--- config.mk ---
export PLATFORM = sky130hd
export DESIGN_NAME = eth_tx_arbiter_flat
export DESIGN_NICKNAME = d
export VERILOG_FILES = /design/src/rtl/eth_types_pkg.sv /design/src/rtl/eth_tx_arbiter_if.sv /design/src/rtl/eth_tx_arbiter.sv /design/src/flat_wrapper.sv
export SDC_FILE = /design/constraint.sdc
export NUM_CORES = 1
export LEC_CHECK = 0
export ABC_AREA = 1
export CAP_MARGIN = 15
export CELL_PAD_IN_SITES_DETAIL_PLACEMENT = 1
export CELL_PAD_IN_SITES_GLOBAL_PLACEMENT = 1
export CORE_MARGIN = 2
export CORE_UTILIZATION = 34
export CTS_CLUSTER_DIAMETER = 80
export DETAILED_ROUTE_END_ITERATION = 8
export PLACE_DENSITY_LB_ADDON = 0.1
export SYNTH_ARGS = -nofsm -noshare
export SYNTH_HDL_FRONTEND = slang
export SYNTH_SLANG_ARGS = --single-unit
--- constraint.sdc ---
create_clock -name clk -period 1.63 [get_ports clk]
set_input_delay 0.2445 -clock clk [delete_from_list [all_inputs] [get_ports clk]]
set_output_delay 0.2445 -clock clk [all_outputs]
set_load 0.02 [all_outputs]
--- src/rtl/eth_types_pkg.sv ---
// eth_types_pkg: shared Ethernet constants and state types
// used by the TX-side frame path.
package eth_types_pkg;
   localparam int ETH_IFG_BYTES    = 12;
   localparam int ETH_MAX_FRAME    = 1514;
   localparam int ETH_CLK_PER_BYTE = 4;

   typedef enum logic [1:0] {
      ARB_IDLE,
      ARB_GRANT,
      ARB_IFG
   } tx_arb_states;
endpackage

--- src/rtl/eth_tx_arbiter_if.sv ---
// eth_tx_arbiter_if: request/grant and byte-stream bundle between
// the two frame builders, the TX arbiter and the RMII serializer.
interface eth_tx_arbiter_if;
   logic [1:0] req;
   logic [1:0] grant;
   logic [7:0] src0_data;
   logic [7:0] src1_data;
   logic       src0_valid;
   logic       src1_valid;
   logic       src0_last;
   logic       src1_last;
   logic [1:0] src_ready;
   logic [7:0] tx_data;
   logic       tx_valid;
   logic       tx_last;
   logic       tx_ready;
   logic       tx_abort;
   logic       busy;

   modport master (
      input  req,
      input  src0_data, src1_data,
      input  src0_valid, src1_valid,
      input  src0_last, src1_last,
      input  tx_ready,
      output grant, src_ready,
      output tx_data, tx_valid, tx_last,
      output tx_abort, busy
   );

   modport slave (
      output req,
      output src0_data, src1_data,
      output src0_valid, src1_valid,
      output src0_last, src1_last,
      output tx_ready,
      input  grant, src_ready,
      input  tx_data, tx_valid, tx_last,
      input  tx_abort, busy
   );
endinterface

--- src/rtl/eth_tx_arbiter.sv ---
// eth_tx_arbiter: round-robin whole-frame arbiter for the RMII TX byte
// path, with inter-frame gap and stall/overrun watchdog abort.
module eth_tx_arbiter
   import eth_types_pkg::*;
#(
   parameter int IFG_CYCLES      = ETH_IFG_BYTES * ETH_CLK_PER_BYTE,
   parameter int TIMEOUT_CYCLES  = 256,
   parameter int MAX_FRAME_BYTES = ETH_MAX_FRAME
) (
   input logic              clk,
   input logic              resetn,
   eth_tx_arbiter_if.master bus
);
   localparam int BW = $clog2(MAX_FRAME_BYTES + 1);
   localparam int SW = $clog2(TIMEOUT_CYCLES + 1);
   localparam int GW = $clog2(IFG_CYCLES + 1);

   tx_arb_states  state, state_n;
   logic [1:0]    grant_q, grant_n;
   logic          last_q, last_n;
   logic [BW-1:0] byte_q, byte_n;
   logic [SW-1:0] stall_q, stall_n;
   logic [GW-1:0] gap_q, gap_n;
   logic          abort_q, abort_n;
   logic          pick;
   logic          hs;
   logic          end_frame;

   assign bus.grant     = grant_q;
   assign bus.src_ready = grant_q & {2{bus.tx_ready}};
   assign bus.tx_abort  = abort_q;
   assign bus.busy      = (state != ARB_IDLE);
   assign hs            = bus.tx_valid & bus.tx_ready;

   always_comb begin
      bus.tx_data  = '0;
      bus.tx_valid = 1'b0;
      bus.tx_last  = 1'b0;
      unique case (1'b1)
         grant_q[0]: begin
            bus.tx_data  = bus.src0_data;
            bus.tx_valid = bus.src0_valid;
            bus.tx_last  = bus.src0_last;
         end
         grant_q[1]: begin
            bus.tx_data  = bus.src1_data;
            bus.tx_valid = bus.src1_valid;
            bus.tx_last  = bus.src1_last;
         end
         default: begin
         end
      endcase
   end

   always_comb begin
      state_n   = state;
      grant_n   = grant_q;
      last_n    = last_q;
      byte_n    = byte_q;
      stall_n   = stall_q;
      gap_n     = gap_q;
      abort_n   = 1'b0;
      end_frame = 1'b0;
      // on contention favour whichever source was not served last
      pick = (bus.req == 2'b11) ? ~last_q : bus.req[1];
      unique case (state)
         ARB_IDLE: begin
            byte_n  = '0;
            stall_n = '0;
            if (bus.req != 2'b00) begin
               grant_n = pick ? 2'b10 : 2'b01;
               last_n  = pick;
               state_n = ARB_GRANT;
            end
         end
         ARB_GRANT: begin
            if (hs) begin
               stall_n = '0;
               if (bus.tx_last) begin
                  end_frame = 1'b1;
               end else if (byte_q == BW'(MAX_FRAME_BYTES)) begin
                  end_frame = 1'b1;
                  abort_n   = 1'b1;
               end else begin
                  byte_n = byte_q + BW'(1);
               end
            end else if (stall_q == SW'(TIMEOUT_CYCLES - 1)) begin
               end_frame = 1'b1;
               abort_n   = 1'b1;
            end else begin
               stall_n = stall_q + SW'(1);
            end
            if (end_frame) begin
               grant_n = '0;
               gap_n   = GW'(IFG_CYCLES - 1);
               state_n = ARB_IFG;
            end
         end
         ARB_IFG: begin
            if (gap_q == '0) state_n = ARB_IDLE;
            else gap_n = gap_q - GW'(1);
         end
         default: begin
            state_n = ARB_IDLE;
            grant_n = '0;
         end
      endcase
   end

   always_ff @(posedge clk or negedge resetn) begin
      if (!resetn) begin
         state   <= ARB_IDLE;
         grant_q <= '0;
         last_q  <= 1'b1;
         byte_q  <= '0;
         stall_q <= '0;
         gap_q   <= '0;
         abort_q <= 1'b0;
      end else begin
         state   <= state_n;
         grant_q <= grant_n;
         last_q  <= last_n;
         byte_q  <= byte_n;
         stall_q <= stall_n;
         gap_q   <= gap_n;
         abort_q <= abort_n;
      end
   end
endmodule
--- src/flat_wrapper.sv ---
// flat-port wrapper written by rule: the top's interface ports become plain ports
module eth_tx_arbiter_flat import eth_types_pkg::*;
#(
   parameter int IFG_CYCLES      = ETH_IFG_BYTES * ETH_CLK_PER_BYTE,
   parameter int TIMEOUT_CYCLES  = 256,
   parameter int MAX_FRAME_BYTES = ETH_MAX_FRAME
)
  (clk, resetn, bus_req, bus_src0_data, bus_src1_data, bus_src0_valid, bus_src1_valid, bus_src0_last, bus_src1_last, bus_tx_ready, bus_grant, bus_src_ready, bus_tx_data, bus_tx_valid, bus_tx_last, bus_tx_abort, bus_busy);
  eth_tx_arbiter_if bus_i ();
  input logic clk;
  input logic resetn;
  input wire logic [$bits(bus_i.req)-1:0] bus_req;
  input wire logic [$bits(bus_i.src0_data)-1:0] bus_src0_data;
  input wire logic [$bits(bus_i.src1_data)-1:0] bus_src1_data;
  input wire logic [$bits(bus_i.src0_valid)-1:0] bus_src0_valid;
  input wire logic [$bits(bus_i.src1_valid)-1:0] bus_src1_valid;
  input wire logic [$bits(bus_i.src0_last)-1:0] bus_src0_last;
  input wire logic [$bits(bus_i.src1_last)-1:0] bus_src1_last;
  input wire logic [$bits(bus_i.tx_ready)-1:0] bus_tx_ready;
  output wire logic [$bits(bus_i.grant)-1:0] bus_grant;
  output wire logic [$bits(bus_i.src_ready)-1:0] bus_src_ready;
  output wire logic [$bits(bus_i.tx_data)-1:0] bus_tx_data;
  output wire logic [$bits(bus_i.tx_valid)-1:0] bus_tx_valid;
  output wire logic [$bits(bus_i.tx_last)-1:0] bus_tx_last;
  output wire logic [$bits(bus_i.tx_abort)-1:0] bus_tx_abort;
  output wire logic [$bits(bus_i.busy)-1:0] bus_busy;
  assign bus_i.req = bus_req;
  assign bus_i.src0_data = bus_src0_data;
  assign bus_i.src1_data = bus_src1_data;
  assign bus_i.src0_valid = bus_src0_valid;
  assign bus_i.src1_valid = bus_src1_valid;
  assign bus_i.src0_last = bus_src0_last;
  assign bus_i.src1_last = bus_src1_last;
  assign bus_i.tx_ready = bus_tx_ready;
  assign bus_grant = bus_i.grant;
  assign bus_src_ready = bus_i.src_ready;
  assign bus_tx_data = bus_i.tx_data;
  assign bus_tx_valid = bus_i.tx_valid;
  assign bus_tx_last = bus_i.tx_last;
  assign bus_tx_abort = bus_i.tx_abort;
  assign bus_busy = bus_i.busy;
  eth_tx_arbiter #(.IFG_CYCLES(IFG_CYCLES), .TIMEOUT_CYCLES(TIMEOUT_CYCLES), .MAX_FRAME_BYTES(MAX_FRAME_BYTES)) u_core (.clk(clk), .resetn(resetn), .bus(bus_i));
endmodule
## After elaboration in Yosys (flattened, before gate mapping)

Index checks and enable logic that the tools add are counted.

| word-level totals | value |
|---|---|
| bits in registers | 32 |
| latch bits | 0 |
| RAM bits | 0 |
| bits in read-only memories | 0 |
| input port bits | 25 |
| output and inout bits | 16 |
| word-level logic and storage cells | 69 |
| memories kept | 0 |

| operators by class | value |
|---|---|
| $add $sub $neg | 3 |
| $mul | 0 |
| divide/modulo/power cells | 0 |
| order comparisons | 0 |
| eq/ne operators | 13 |
| shifts and indexed selects | 0 |
| mux-type cells | 30 |
| bitwise operators | 4 |
| reductions and logical operators | 12 |

Operators with widths:

| operator | count |
|---|---|
| 2-to-1 mux 11 bit | 3 |
| one-hot mux 11 bit (2 select lines) | 1 |
| 2-to-1 mux 9 bit | 2 |
| one-hot mux 9 bit (2 select lines) | 1 |
| one-hot mux 8 bit (2 select lines) | 1 |
| 2-to-1 mux 2 bit | 6 |
| 2-to-1 mux 6 bit | 2 |
| one-hot mux 2 bit (3 select lines) | 2 |
| one-hot mux 6 bit (2 select lines) | 1 |
| adder 11 x 1 -> 11 bit (second input constant) | 1 |
| == test 11 bit (second input constant) | 1 |
| adder 9 x 1 -> 9 bit (second input constant) | 1 |
| == test 9 x 8 -> 1 bit (second input constant) | 1 |
| 2-to-1 mux 1 bit | 9 |
| AND reduction 3 bit | 3 |
| inequality test 2 x 1 -> 1 bit (second input constant) | 4 |
| nonzero test 2 bit | 4 |
| logical NOT 6 bit | 1 |
| inequality test 2 bit (second input constant) | 3 |
| subtractor 6 x 1 -> 6 bit (second input constant) | 1 |
| == test 2 bit (second input constant) | 2 |
| one-hot mux 1 bit (2 select lines) | 2 |
| AND reduction 2 bit | 2 |
| AND reduction 4 bit | 1 |
| 6 further kinds | 7 |

## Longest topological paths before layout

| logic depth | value |
|---|---|
| depth after elaboration | 7 |
| depth in mapped cells | 11 |
| mapped depth without buffers | 11 |

## Least setup slack after synthesis

OpenSTA, ideal clock, no wires.

| timing | value |
|---|---|
| path kind | register -> register |
| from | register u_core.stall_q[0] |
| to | register u_core.gap_q[0] |
| library setup time | 0.117 ns |
| arrival time | 1.564 ns |
| required time | 1.513 ns |
| path slack | -0.051 ns |
| cell stages (with the launch flop) | 9 |
| buffers on the path | 1 |
| period minus slack after synthesis | 1.681 ns |
| cell sequence | dfrtp_1 ha_1 nand4_1 nor2_1 ha_1 nand3b_2 buf_2 nand4_1 nand2_1 |

| on the way | value |
|---|---|
| cells in the longest elaborated chain, start to end | 6 |

RTL lines:

| item | RTL line | RTL |
|---|---|---|
| start, declared | eth_tx_arbiter.sv:22 | `logic [SW-1:0] stall_q, stall_n;` |
| start signal, assigned | eth_tx_arbiter.sv:124 | `stall_q <= stall_n;` |
| == test 9 x 8 -> 1 bit | eth_tx_arbiter.sv:87 | `end else if (stall_q == SW'(TIMEOUT_CYCLES - 1)) begin` |
| 2-to-1 mux 1 bit | eth_tx_arbiter.sv:87 |  |
| 2-to-1 mux 1 bit | eth_tx_arbiter.sv:77 | `if (hs) begin` |
| 2-to-1 mux 1 bit | eth_tx_arbiter.sv:66 | `unique case (state)` |
| inequality test 2 x 1 -> 1 bit (no source line) | -- |  |
| AND reduction 3 bit (no source line) | -- |  |
| end signal, assigned | eth_tx_arbiter.sv:125 | `gap_q <= gap_n;` |
| end, declared | eth_tx_arbiter.sv:23 | `logic [GW-1:0] gap_q, gap_n;` |

No other way between the ends. The select of a mux whose other input is x is not followed.
A chain may end at the register's enable or synchronous reset.

## Final worst setup path

| timing | value |
|---|---|
| from | register u_core.stall_q[1] |
| to | register u_core.gap_q[2] |

Same word-level chain as after synthesis.

==> results <==
==> cell usage in the layout (no fill, tap or decap), types with 2 or more instances in the layout <==
| cell | count |
|---|---|
| dfrtp_1 | 29 |
| clkinv_2 | 3 |
| nor2_1 | 28 |
| clkdlybuf4s50_1 | 25 |
| ha_1 | 7 |
| clkbuf_2 | 5 |
| buf_12 | 2 |
| buf_2 | 5 |
| nand4_1 | 18 |
| buf_6 | 5 |
| nand2_2 | 11 |
| nand3_4 | 3 |
| xor2_1 | 4 |
| clkbuf_8 | 6 |
| nand2_4 | 3 |
| nor2_4 | 2 |
| nand3_1 | 21 |
| nand3b_4 | 2 |
| a22o_1 | 8 |
| inv_1 | 35 |
| nand3_2 | 2 |
| nor2_2 | 3 |
| o21ai_0 | 3 |
| o21bai_1 | 2 |
| a21oi_1 | 2 |
| buf_4 | 50 |
| nand2_1 | 87 |
| inv_2 | 2 |
| xnor2_1 | 2 |
| o21ai_1 | 3 |
| dfrtp_2 | 2 |
| dlygate4sd2_1 | 4 |
| o21ai_2 | 4 |
==> layer usage <==
metal	wire length, um	share of wire
met5	0	0
met4	88	0.013
met3	340	0.049
met2	3466	0.50
met1	3100	0.44
==> worst max path at each step <==
stage	from	endpoint	slack, ns	depth (start not counted)
global placement	bus_src0_valid	u_core.gap_q[4]$_DFFE_PN0P_	-0.12	9
detailed placement	bus_src0_last	u_core.gap_q[4]$_DFFE_PN0P_	-0.17	9
global route	u_core.stall_q[1]$_DFFE_PN0P_	u_core.stall_q[5]$_DFFE_PN0P_	-0.13	10
CTS	u_core.bus.grant[0]$_DFFE_PN0P_	bus_tx_data[4]	-0.15	4
floorplan	u_core.stall_q[0]$_DFFE_PN0P_	u_core.gap_q[0]$_DFFE_PN0P_	0.05	8
finish	u_core.stall_q[1]$_DFFE_PN0P_	u_core.gap_q[2]$_DFFE_PN0P_	-0.02	8
==> cells in the mapped netlist, types with 2 or more instances <==
cell type  number
inv_1          36
ha_1            9
a22o_1          8
o21ai_2         3
buf_6           2
xnor2_1         2
nor2_1         30
dfrtp_1        31
nand2_1        96
clkbuf_1        3
o21ai_0         7
xor2_1          4
nand2_2         3
nand2_4         2
a21oi_1         2
nand3_1        23
nand3_2         2
nor2_4          2
nand4_1        18
buf_2           4
o21bai_1        2
==> timing repair <==
item,in CTS,in global routing
endpoints found under the setup margin,44,36
buffers inserted,10,3
resized for setup,47,35
gates cloned,1,0
hold buffers,0,0
pin swaps,5,10
==> cell families after synthesis <==
kind of cell / after synthesis / synth area share
AOI/OAI and AO/OA: 28 / 0.09271
DFF: 32 / 0.3624
adders and majority gates: 9 / 0.05088
and+or+nand+nor: 183 / 0.3816
xor gates and xnor gates: 6 / 0.02374
buffers and inverters: 47 / 0.08875
==> through the flow <==
step	hold WS [ns]	util	worst slack, ns	TNS (ns)
2_1_floorplan	-0.05109	-	0.05391	0
3_3_place_gp	0.4904	0.4764	-0.1177	-2.087
3_5_place_dp	0.4957	0.4764	-0.1681	-3.089
4_1_cts	0.3225	0.5075	-0.1495	-0.2296
5_1_grt	0.3451	0.5170	-0.1290	-1.600
6_report	0.3218	0.5170	-0.02465	-0.1650
==> state kept, by name, indices dropped and copies added (netlist names) <==
| name | cells |
|---|---|
| u_core.bus.grant | 2 |
| u_core.state | 2 |
| u_core.last_q | 1 |
| u_core.bus.tx_abort | 1 |
| u_core.byte_q | 11 |
| u_core.stall_q | 9 |
| u_core.gap_q | 6 |
==> area by class of cell <==
| class | instances | share of cell area |
|---|---|---|
| multi-input cells | 227 | 0.4044 |
| repair buffers | 96 | 0.2472 |
| flip-flops and latches | 32 | 0.2465 |
| inverters | 38 | 0.04408 |
| well taps | 77 | 0.02951 |
| clock buffers | 6 | 0.02530 |
| clock inverters | 2 | 0.003066 |
==> power breakdown <==
group / switching (W) / internal (W) / total, W
clock network: 0.000316 / 0.000337 / 0.000653
logic: 0.00157 / 0.00120 / 0.00277
registers: 0.000133 / 0.000966 / 0.00110
total: 0.00202 / 0.00250 / 0.00452
==> worst max-delay path: stages, from the launching register on <==
cell,delay [ns]
dfrtp_1,0.36
ha_2,0.19
nand4_1,0.16
nor2_2,0.20
ha_4,0.19
nand3b_4,0.18
nand3_4,0.13
nand2_2,0.09
nand2_2,0.05
==> flow_summary.ini <==
[outcome]
status = complete, but fails checks
violations = negative setup slack

[placement]
place.gp.congestion = 0.7668
post-place-cells = 457
dpl_cell_area_mm2 = 0.003008
port_buffers = 40
post-dp-hpwl_mm = 4.978

[floorplanning]
initial_utilization = 0.3506
io_pins = 41
rows = 29
die_w_um = 84.69
die_area_mm2 = 0.007172
fp.coreArea_mm2 = 0.006314
fp.dieH_um = 84.69

[finish]
nets = 434
stdcell_area_mm2 = 0.003264
areaGrowthSynthToFinish_pct = 47.48
fillCellCount = 798
drive_gt1_frac = 0.2868
antenna_cells = 0
multi_input_area_mm2 = 0.001320
final-seq-area_um2 = 804.5
stdcell_count = 478

[job]
cap_violations = 0

[synthesis]
synth.distinct_cells = 37
syn_inst = 305
synth.ff_latch_count = 32
ys_seq_area_frac = 0.3624
yosys.area.top_type = dfrtp_1
synth_fp_nets = 339
synth.area.top_cells = dfrtp_1 (35%), nand2_1 (16%), inv_1 (6.1%)
synthArstFlopShare = 1.000
synth_edf_count = 0
dominantRegCellSynth = dfrtp_1
synth_area_mm2 = 0.002213
yosysWarningCount = 0
synth_top_area_frac = 0.3505
syn-mean-instance-area_um2 = 7.257

[sta]
setup_viol = 9
finalClockSkew_ns = 0.006349
setup_slack_ns = -0.02465
fin_crit_sh = 1.015
finalCriticalPeriod_ns = 1.655
fmax_ghz = 0.6044
finalHoldViolations = 0
relSlewSlack = 0.7214
tightest_slew_ns = 0.4143
rsz0062_at_grt = true
drv_slew = 0

[clocking]
cts_buffers = 5
cts_tree = yes
htree_levels = 2
cts.clk_slew.worst_paths_ns = 0.07
root_buffer = clkbuf_8
cts_buffer_depth = 2
clock_latency_ns = 0.29
cts.sinks = 32

[worst_setup_path]
rr_startpoint = u_core.stall_q[1]$_DFFE_PN0P_
crit_arrival_ns = 1.84
worstSetupPathType = register to register
reg2regPathDepth = 8
ff2ff_setup_slack_ns = -0.02
path_max_fanout = 6
end_kind = register
r2r_end = u_core.gap_q[2]$_DFFE_PN0P_
critPathRequiredTime_ns = 1.81
critPathLaunchType = register

[grt]
use_met2 = 0.3672
globalRouteTotalUtil = 0.2085
met1_usage = 0.2479
grt_max_degree = 33
globalRouteOverflowTotal = 0
grt_pass1_wl_mm = 11.92
antenna_found_initial = 0
top_usage_layer = met2
grtUsageMet3 = 0.05900
grt_pass1_vias = 2597

[detailed_routing]
wirelength_mm = 6.996
drc_errors = 0
num_vias = 2362
vias_per_cell = 4.941
routedWlPerCell_um = 14.64
postRouteAntennaNets = 0
drtIter0Drc = 49
first_pass_iters = 4

[hold_path]
hold_class = input pin to async pin

[pwr]
powerDensity_mw_per_mm2 = 1385
p_leak_nw = 1.629
p_total_w = 0.004520
ir_worst_vdd_uv = 943.6
No activity file was read; power rests on OpenSTA's default activity.
